File: config.mk
export PLATFORM = sky130hd
export DESIGN_NAME = ps2_key_decoder
export DESIGN_NICKNAME = d
export VERILOG_FILES = /design/src/rtl/ps2_key_decoder.sv
export SDC_FILE = /design/constraint.sdc
export NUM_CORES = 1
export LEC_CHECK = 0
export BUFFER_PORTS_ARGS = -buffer_cell sky130_fd_sc_hd__clkbuf_2
export CAP_MARGIN = 15
export CELL_PAD_IN_SITES_DETAIL_PLACEMENT = 1
export CELL_PAD_IN_SITES_GLOBAL_PLACEMENT = 1
export CORE_ASPECT_RATIO = 0.6
export CORE_MARGIN = 2
export CORE_UTILIZATION = 45
export CTS_BUF_LIST = sky130_fd_sc_hd__clkbuf_8
export DETAILED_ROUTE_END_ITERATION = 7
export PLACE_DENSITY_LB_ADDON = 0.1
export SLEW_MARGIN = 20
export SYNTH_ARGS = -nofsm -noshare
export SYNTH_HDL_FRONTEND = slang
export SYNTH_SLANG_ARGS = --single-unit
File: constraint.sdc
create_clock -name CLK100MHZ -period 2.7 [get_ports CLK100MHZ]
set_input_delay 0.135 -clock CLK100MHZ [delete_from_list [all_inputs] [get_ports CLK100MHZ]]
set_output_delay 0.135 -clock CLK100MHZ [all_outputs]
set_load 0.02 [all_outputs]
File: src/rtl/ps2_key_decoder.sv
// ps2_key_decoder: PS/2 keyboard receiver and scan-code set 2 decoder driving held levels for eight game keys.
//   CLK100MHZ, RST        system clock, synchronous active-high reset
//   PS2_CLK, PS2_DATA     raw asynchronous keyboard lines (idle high)
//   ESC, R, S, P          held levels for make codes 76, 2D, 1B, 4D
//   UP, DOWN, LEFT, RIGHT held levels for extended make codes E0 75/72/6B/74
//   SCAN_CODE             last accepted byte, CODE_VALID pulses when it updates
//   FRAME_ERR             one-cycle pulse on a rejected frame
//   Define PS2_PARITY_CHECK_EN to reject frames whose parity is not odd.
module ps2_key_decoder #(
   parameter int FILTER_LEN     = 8,
   parameter int TIMEOUT_CYCLES = 20000
) (
   input  logic       CLK100MHZ,
   input  logic       RST,
   input  logic       PS2_CLK,
   input  logic       PS2_DATA,
   output logic       ESC,
   output logic       R,
   output logic       S,
   output logic       P,
   output logic       UP,
   output logic       DOWN,
   output logic       LEFT,
   output logic       RIGHT,
   output logic [7:0] SCAN_CODE,
   output logic       CODE_VALID,
   output logic       FRAME_ERR
);
   typedef enum logic [1:0] {IDLE, DATA, PARITY, STOP} state_t;
   localparam int TW = $clog2(TIMEOUT_CYCLES + 1);
`ifdef PS2_PARITY_CHECK_EN
   localparam bit PAR_EN = 1'b1;
`else
   localparam bit PAR_EN = 1'b0;
`endif
   logic [1:0]            clk_s_q, dat_s_q;
   logic [FILTER_LEN-1:0] hist_q;
   logic                  filt_q, filt_d, fall, dat, accept;
   state_t                state_q;
   logic [2:0]            cnt_q;
   logic [7:0]            shift_q, scan_q, key_q, hit_d;
   logic                  par_q, ext_q, brk_q, valid_q, err_q;
   logic [TW-1:0]         tmo_q;
   always_ff @(posedge CLK100MHZ) begin
      if (RST) begin
         clk_s_q <= '1;
         dat_s_q <= '1;
         hist_q  <= '1;
         filt_q  <= 1'b1;
      end else begin
         clk_s_q <= {clk_s_q[0], PS2_CLK};
         dat_s_q <= {dat_s_q[0], PS2_DATA};
         hist_q  <= {hist_q[FILTER_LEN-2:0], clk_s_q[1]};
         filt_q  <= filt_d;
      end
   end
   // The filtered clock flips only when the whole history window agrees.
   assign filt_d = &hist_q ? 1'b1 : ~|hist_q ? 1'b0 : filt_q;
   assign fall   = filt_q & ~filt_d;
   assign dat    = dat_s_q[1];
   // In STOP the sampled bit is the stop bit itself.
   assign accept = dat & (~PAR_EN | ^{shift_q, par_q});
   always_comb begin
      hit_d = '0;
      case ({ext_q, shift_q})
         9'h076:  hit_d[0] = 1'b1;
         9'h02D:  hit_d[1] = 1'b1;
         9'h01B:  hit_d[2] = 1'b1;
         9'h04D:  hit_d[3] = 1'b1;
         9'h175:  hit_d[4] = 1'b1;
         9'h172:  hit_d[5] = 1'b1;
         9'h16B:  hit_d[6] = 1'b1;
         9'h174:  hit_d[7] = 1'b1;
         default: hit_d = '0;
      endcase
   end
   always_ff @(posedge CLK100MHZ) begin
      if (RST) begin
         state_q <= IDLE;
         cnt_q   <= '0;
         shift_q <= '0;
         par_q   <= 1'b0;
         ext_q   <= 1'b0;
         brk_q   <= 1'b0;
         scan_q  <= '0;
         key_q   <= '0;
         valid_q <= 1'b0;
         err_q   <= 1'b0;
         tmo_q   <= '0;
      end else begin
         valid_q <= 1'b0;
         err_q   <= 1'b0;
         if (fall) begin
            tmo_q <= '0;
            case (state_q)
               IDLE: if (!dat) begin
                  state_q <= DATA;
                  cnt_q   <= '0;
               end
               DATA: begin
                  shift_q <= {dat, shift_q[7:1]};
                  cnt_q   <= cnt_q + 3'd1;
                  state_q <= (cnt_q == 3'd7) ? PARITY : DATA;
               end
               PARITY: begin
                  par_q   <= dat;
                  state_q <= STOP;
               end
               default: begin
                  state_q <= IDLE;
                  if (accept) begin
                     scan_q  <= shift_q;
                     valid_q <= 1'b1;
                     if (shift_q == 8'hE0) ext_q <= 1'b1;
                     else if (shift_q == 8'hF0) brk_q <= 1'b1;
                     else begin
                        key_q <= brk_q ? (key_q & ~hit_d) : (key_q | hit_d);
                        ext_q <= 1'b0;
                        brk_q <= 1'b0;
                     end
                  end else begin
                     err_q <= 1'b1;
                     ext_q <= 1'b0;
                     brk_q <= 1'b0;
                  end
               end
            endcase
         end else if (state_q != IDLE) begin
            // A stalled frame is silently dropped; ext/brk and keys are kept.
            if (tmo_q == TW'(TIMEOUT_CYCLES - 1)) begin
               state_q <= IDLE;
               tmo_q   <= '0;
            end else tmo_q <= tmo_q + 1'b1;
         end
      end
   end
   assign {RIGHT, LEFT, DOWN, UP, P, S, R, ESC} = key_q;
   assign SCAN_CODE  = scan_q;
   assign CODE_VALID = valid_q;
   assign FRAME_ERR  = err_q;
endmodule

# Word-level counts from Yosys, hierarchy flattened

Index checks and enable logic that the tools add are counted.

Add/sub/neg operators: 2
Bitwise operators: 9
Equal/unequal tests: 18
Reduce and logical (&&, ||, !) cells: 17
Multiplexer cells: 28

Operators by type and width:

| cell                  | number |
|---|---|
| $eq 9x9->1 const B    | 4 |
| $eq 9x7->1 const B    | 2 |
| $mux 1                | 18 |
| $eq 8x8->1 const B    | 2 |
| $add 15x1->15 const B | 1 |
| $eq 15x15->1 const B  | 1 |
| $mux 15               | 1 |
| $reduce_and 3->1      | 5 |
| $mux 2                | 5 |
| $eq 9x5->1 const B    | 1 |
| $eq 9x6->1 const B    | 1 |
| $and 8x8->8           | 1 |
| $mux 8                | 1 |
| $not 8->8             | 1 |
| $or 8x8->8            | 1 |
| $reduce_and 8->1      | 1 |
| $reduce_bool 2->1     | 4 |
| $reduce_or 8->1       | 1 |
| $ne 3x3->1 const B    | 2 |
| $pmux 2 s3            | 1 |
| $pmux 3 s2            | 1 |
| $not 1->1             | 5 |
| $reduce_and 5->1      | 1 |
| $reduce_or 5->1       | 1 |
| other kinds (11)      | 12 |

Register bits after elaboration: 61
Input bits: 4
Logic and storage cells: 88

# Logic depth before layout (Yosys ltp)

Depth after elaboration: 7
Mapped depth: 7
Depth with buffers taken out: 6

# Worst setup path before layout

No wires, ideal clock.

Kind: register to register
Start: register state_q[0]
End: register err_q (netlist: FRAME_ERR)
Required time: 2.635 ns
Period minus slack after synthesis: 1.779 ns
Cell stages (with the launch flop): 7
Setup slack: 0.921 ns
Data arrival time: 1.714 ns
Path through: dfxtp_1 -> inv_1 -> ha_1 -> clkbuf_1 -> or3b_2 -> a2111o_1 -> nor2_1

Longest elaborated chain between the ends: 2
Elaborated cells between the ends (all ways): 4
Those cells by class: eq/ne (2); reduce/logical (2)

Ends and longest elaborated chain:

| element                                  | RTL line | text |
|---|---|---|
| from (decl)                              | 39       | `state_t state_q;` |
| from (signal assigned)                   | 103      | `state_q <= (cnt_q == 3'd7) ? PARITY : DATA;` |
| $eq 2x2->1, or another cell as far along | 95       | `case (state_q)` |
| $reduce_or 5->1 (no source line) *       | --       |  |
| to (signal assigned)                     | 88       | `err_q <= 1'b0;` |
| to (signal assigned)                     | 92       | `err_q <= 1'b0;` |
| to (signal assigned)                     | 122      | `err_q <= 1'b1;` |
| to (decl)                                | 42       | `logic par_q, ext_q, brk_q, valid_q, err_q;` |

Every way passes the cells marked *; elsewhere a longest branch is shown, timed or not.
A chain may end at the register's enable or synchronous reset.

# Worst setup path in the final report

Start: register state_q[1]
End: register tmo_q[14]

Longest elaborated chain between the ends: 1

Ends and longest elaborated chain:

| element              | RTL line | text |
|---|---|---|
| $reduce_bool 2->1    | 128      | `end else if (state_q != IDLE) begin` |
| to (signal assigned) | 133      | `end else tmo_q <= tmo_q + 1'b1;` |
| to (decl)            | 43       | `logic [TW-1:0] tmo_q;` |

No other way between the ends.

==> qor.yml <==
status: "finished clean"
cts_buffer_depth: 2
post_synth.cell_area_avg_sq_um: 9.15
layout.cells.non_filler: 403
grt_max_degree: 48
synthFlopType: "dfxtp_1"
hold_slack_ns: 0.320
drive_gt1_share_pct: 18.3
cts_root_buf: "clkbuf_8"
min_period_ns: 2.11
numCtsBuffers: 9
drt-total-wl_mm: 6.86
worst_ep_arrival_time_ns: 2.37
grt_use_met2_pct: 31.6
required_ns: 2.96
grt_pass1_vias: 2278
rr_startpoint: "state_q[1]"
clkTransAtPathRegs_ns: 0.08
ctsResizeCount: 0
finalSetupTns_ns: 0
fp.coreArea_sq_um: 5730
num-fill-cells: 681
path_class: "reg2reg"
regArea_sq_um: 1220
ir_drop_mv: 0.253
ys_warn_count: 0
initial_core_util_pct: 47.9
slew_viol_final: 0
grt_use_met3_pct: 5.94
syn_inst: 300
fin_crit_sh_pct: 78.2
clkLatencyLatePin_ns: 0.35
crit_start: "state_q[1]"
synth_edf_count: 0
first_iter_violations: 108
power_density_nw_per_um2: 541
grt.busiest_layer: "met1"
finClkSkew_ns: 0.00766
htree_num_levels: 3
dr.pass1.iters: 4
cts_tree: "done"
ff2ff_path_depth: 6
maxSlewHeadroom_pct: 55.4
pin_count: 22
r2r_end: "tmo_q[14]"
route.detailed.drc: 0
synth.most_common_cell: "dfxtp_1"
rrSetupSlack_ns: 0.59
p_leak_nw: 1.13
rsz0062_at_grt: "no"
dpl.hpwl_mm: 4.84
area_growth_pct: 11.8
postCtsHoldBufs: 2
antenna_found_initial: 0
n_antenna_cell: 0
cp-end-kind: "register"
nets: 329
clock_sinks: 61
timing_hold_violations_final: 0
async_flop_share_pct: 0
vias: 2273
cts_setup_buffers: 0
dp_cells: 385
max_freq_mhz: 474
rows: 21
synth_area_leaders: "dfxtp_1, nor2_1, mux2i_1"
crit_fanout: 12
place.gp.congestion: 0.804
multiInputGateArea_sq_um: 1390
grt_overflow: 0
grt_pass1_wl_mm: 11.6
die_h_um: 64.5
vias_per_cell: 5.64
io_buffers: 21
maxCapViolCount: 0
worstMarginPinSlew_ns: 0.660
syn_nets: 311
setup_viol: 0
met1_usage_pct: 32.5
wl_per_cell_um: 17.0
grt_use_total_pct: 22.3
die_x_um: 105
worstSetupEndpoint: "tmo_q[14]"
synth_top_area_cell: "dfxtp_1"
fin_util_pct: 53.6
mappedNetlistArea_sq_um: 2740
synthDistinctLibCells: 44
drtAntennaViolNets: 0
synthTopCellsByCount: "dfxtp_1, nor2_1, nand2_1"
hp-class: "in2reg"
design.die.area_sq_um: 6760
yosysSeqAreaShare_pct: 44.5
yosys_register_bits: 61
cp-start-kind: "register"
synth_top_area_share_pct: 44.5
[layer usage]
layer	wire, um	share of wire, %	vias to the layer above
met2	2760	40	43
met4	58	0.85	0
li1	-	-	1113
met1	3790	55	1108
met3	248	3.6	9
met5	0	0	-
[cell type report]
class	count	share of cell area, %
flip-flops and latches	61	39.8
multi-input cells	211	45.3
clock inverters	7	1.71
repair buffers	26	4.81
well taps	80	3.26
clock buffers	9	4.04
inverters	9	1.10
[power by group]
group,switching [mW],internal (mW)
registers,0.00327,0.903
logic,0.0178,0.00905
clock network,0.392,0.335
[metrics by stage]
stage / power [mW] / setup WS [ns] / instance area, sq um
finish: 1.66 / 0.589 / 3070
global route: 1.72 / 0.440 / 3070
CTS: 1.68 / 0.606 / 3070
detailed placement: 0.952 / 0.632 / 2870
global placement: 0.951 / 0.732 / 2870
floorplan: 0.945 / 0.921 / 2740
[worst max-delay path, stage by stage (launching register included)]
cell and delay, ns:
dfxtp_1 0.43, inv_1 0.10, ha_1 0.33, and4b_1 0.50
nand3_1 0.13, or3_1 0.37, a21oi_1 0.16
[cells by family after synthesis]
family	synth area share [%]
and+or+nand+nor	30.1
buffers and inverters	4.88
xor gates and xnor gates	4.15
adders and majority gates	3.19
muxes	3.65
AOI/OAI and AO/OA	9.53
DFF	44.5
[how the worst min path moves through the flow]
stage / start / to / slack (ns) / depth (start not counted)
final: RST / SCAN_CODE[2] / 0.32 / 3
after global routing: RST / SCAN_CODE[2] / 0.34 / 3
after CTS: RST / SCAN_CODE[2] / 0.31 / 3
after detailed placement: PS2_CLK / clk_s_q[0] / 0.33 / 2
after global placement: PS2_CLK / clk_s_q[0] / 0.32 / 2
after floorplan: PS2_CLK / clk_s_q[0] / 0.24 / 1
[cells in the final DEF (no fill, tap or decap), types with 3 or more instances in the layout]
cell	synthesis	final
buf_4	3	3
nand2b_1	3	3
nor2b_1	3	3
a311oi_1	5	5
nor2_1	30	30
mux2i_1	10	10
dfxtp_1	61	61
clkbuf_8	0	9
nand3_1	9	9
a21oi_1	14	14
inv_1	9	10
a31oi_1	5	5
ha_1	7	7
and4_1	4	4
a41oi_1	3	3
nand4_1	10	10
nand3b_1	3	3
clkbuf_2	0	21
nand2_1	26	26
nand4b_1	4	4
a211oi_1	3	3
and3_1	5	5
xnor2_1	7	7
nor4_1	7	7
clkinvlp_4	0	3
or2_2	12	12
xor2_1	6	6
nor3_1	11	11
No activity file was read; power rests on OpenSTA's default activity.
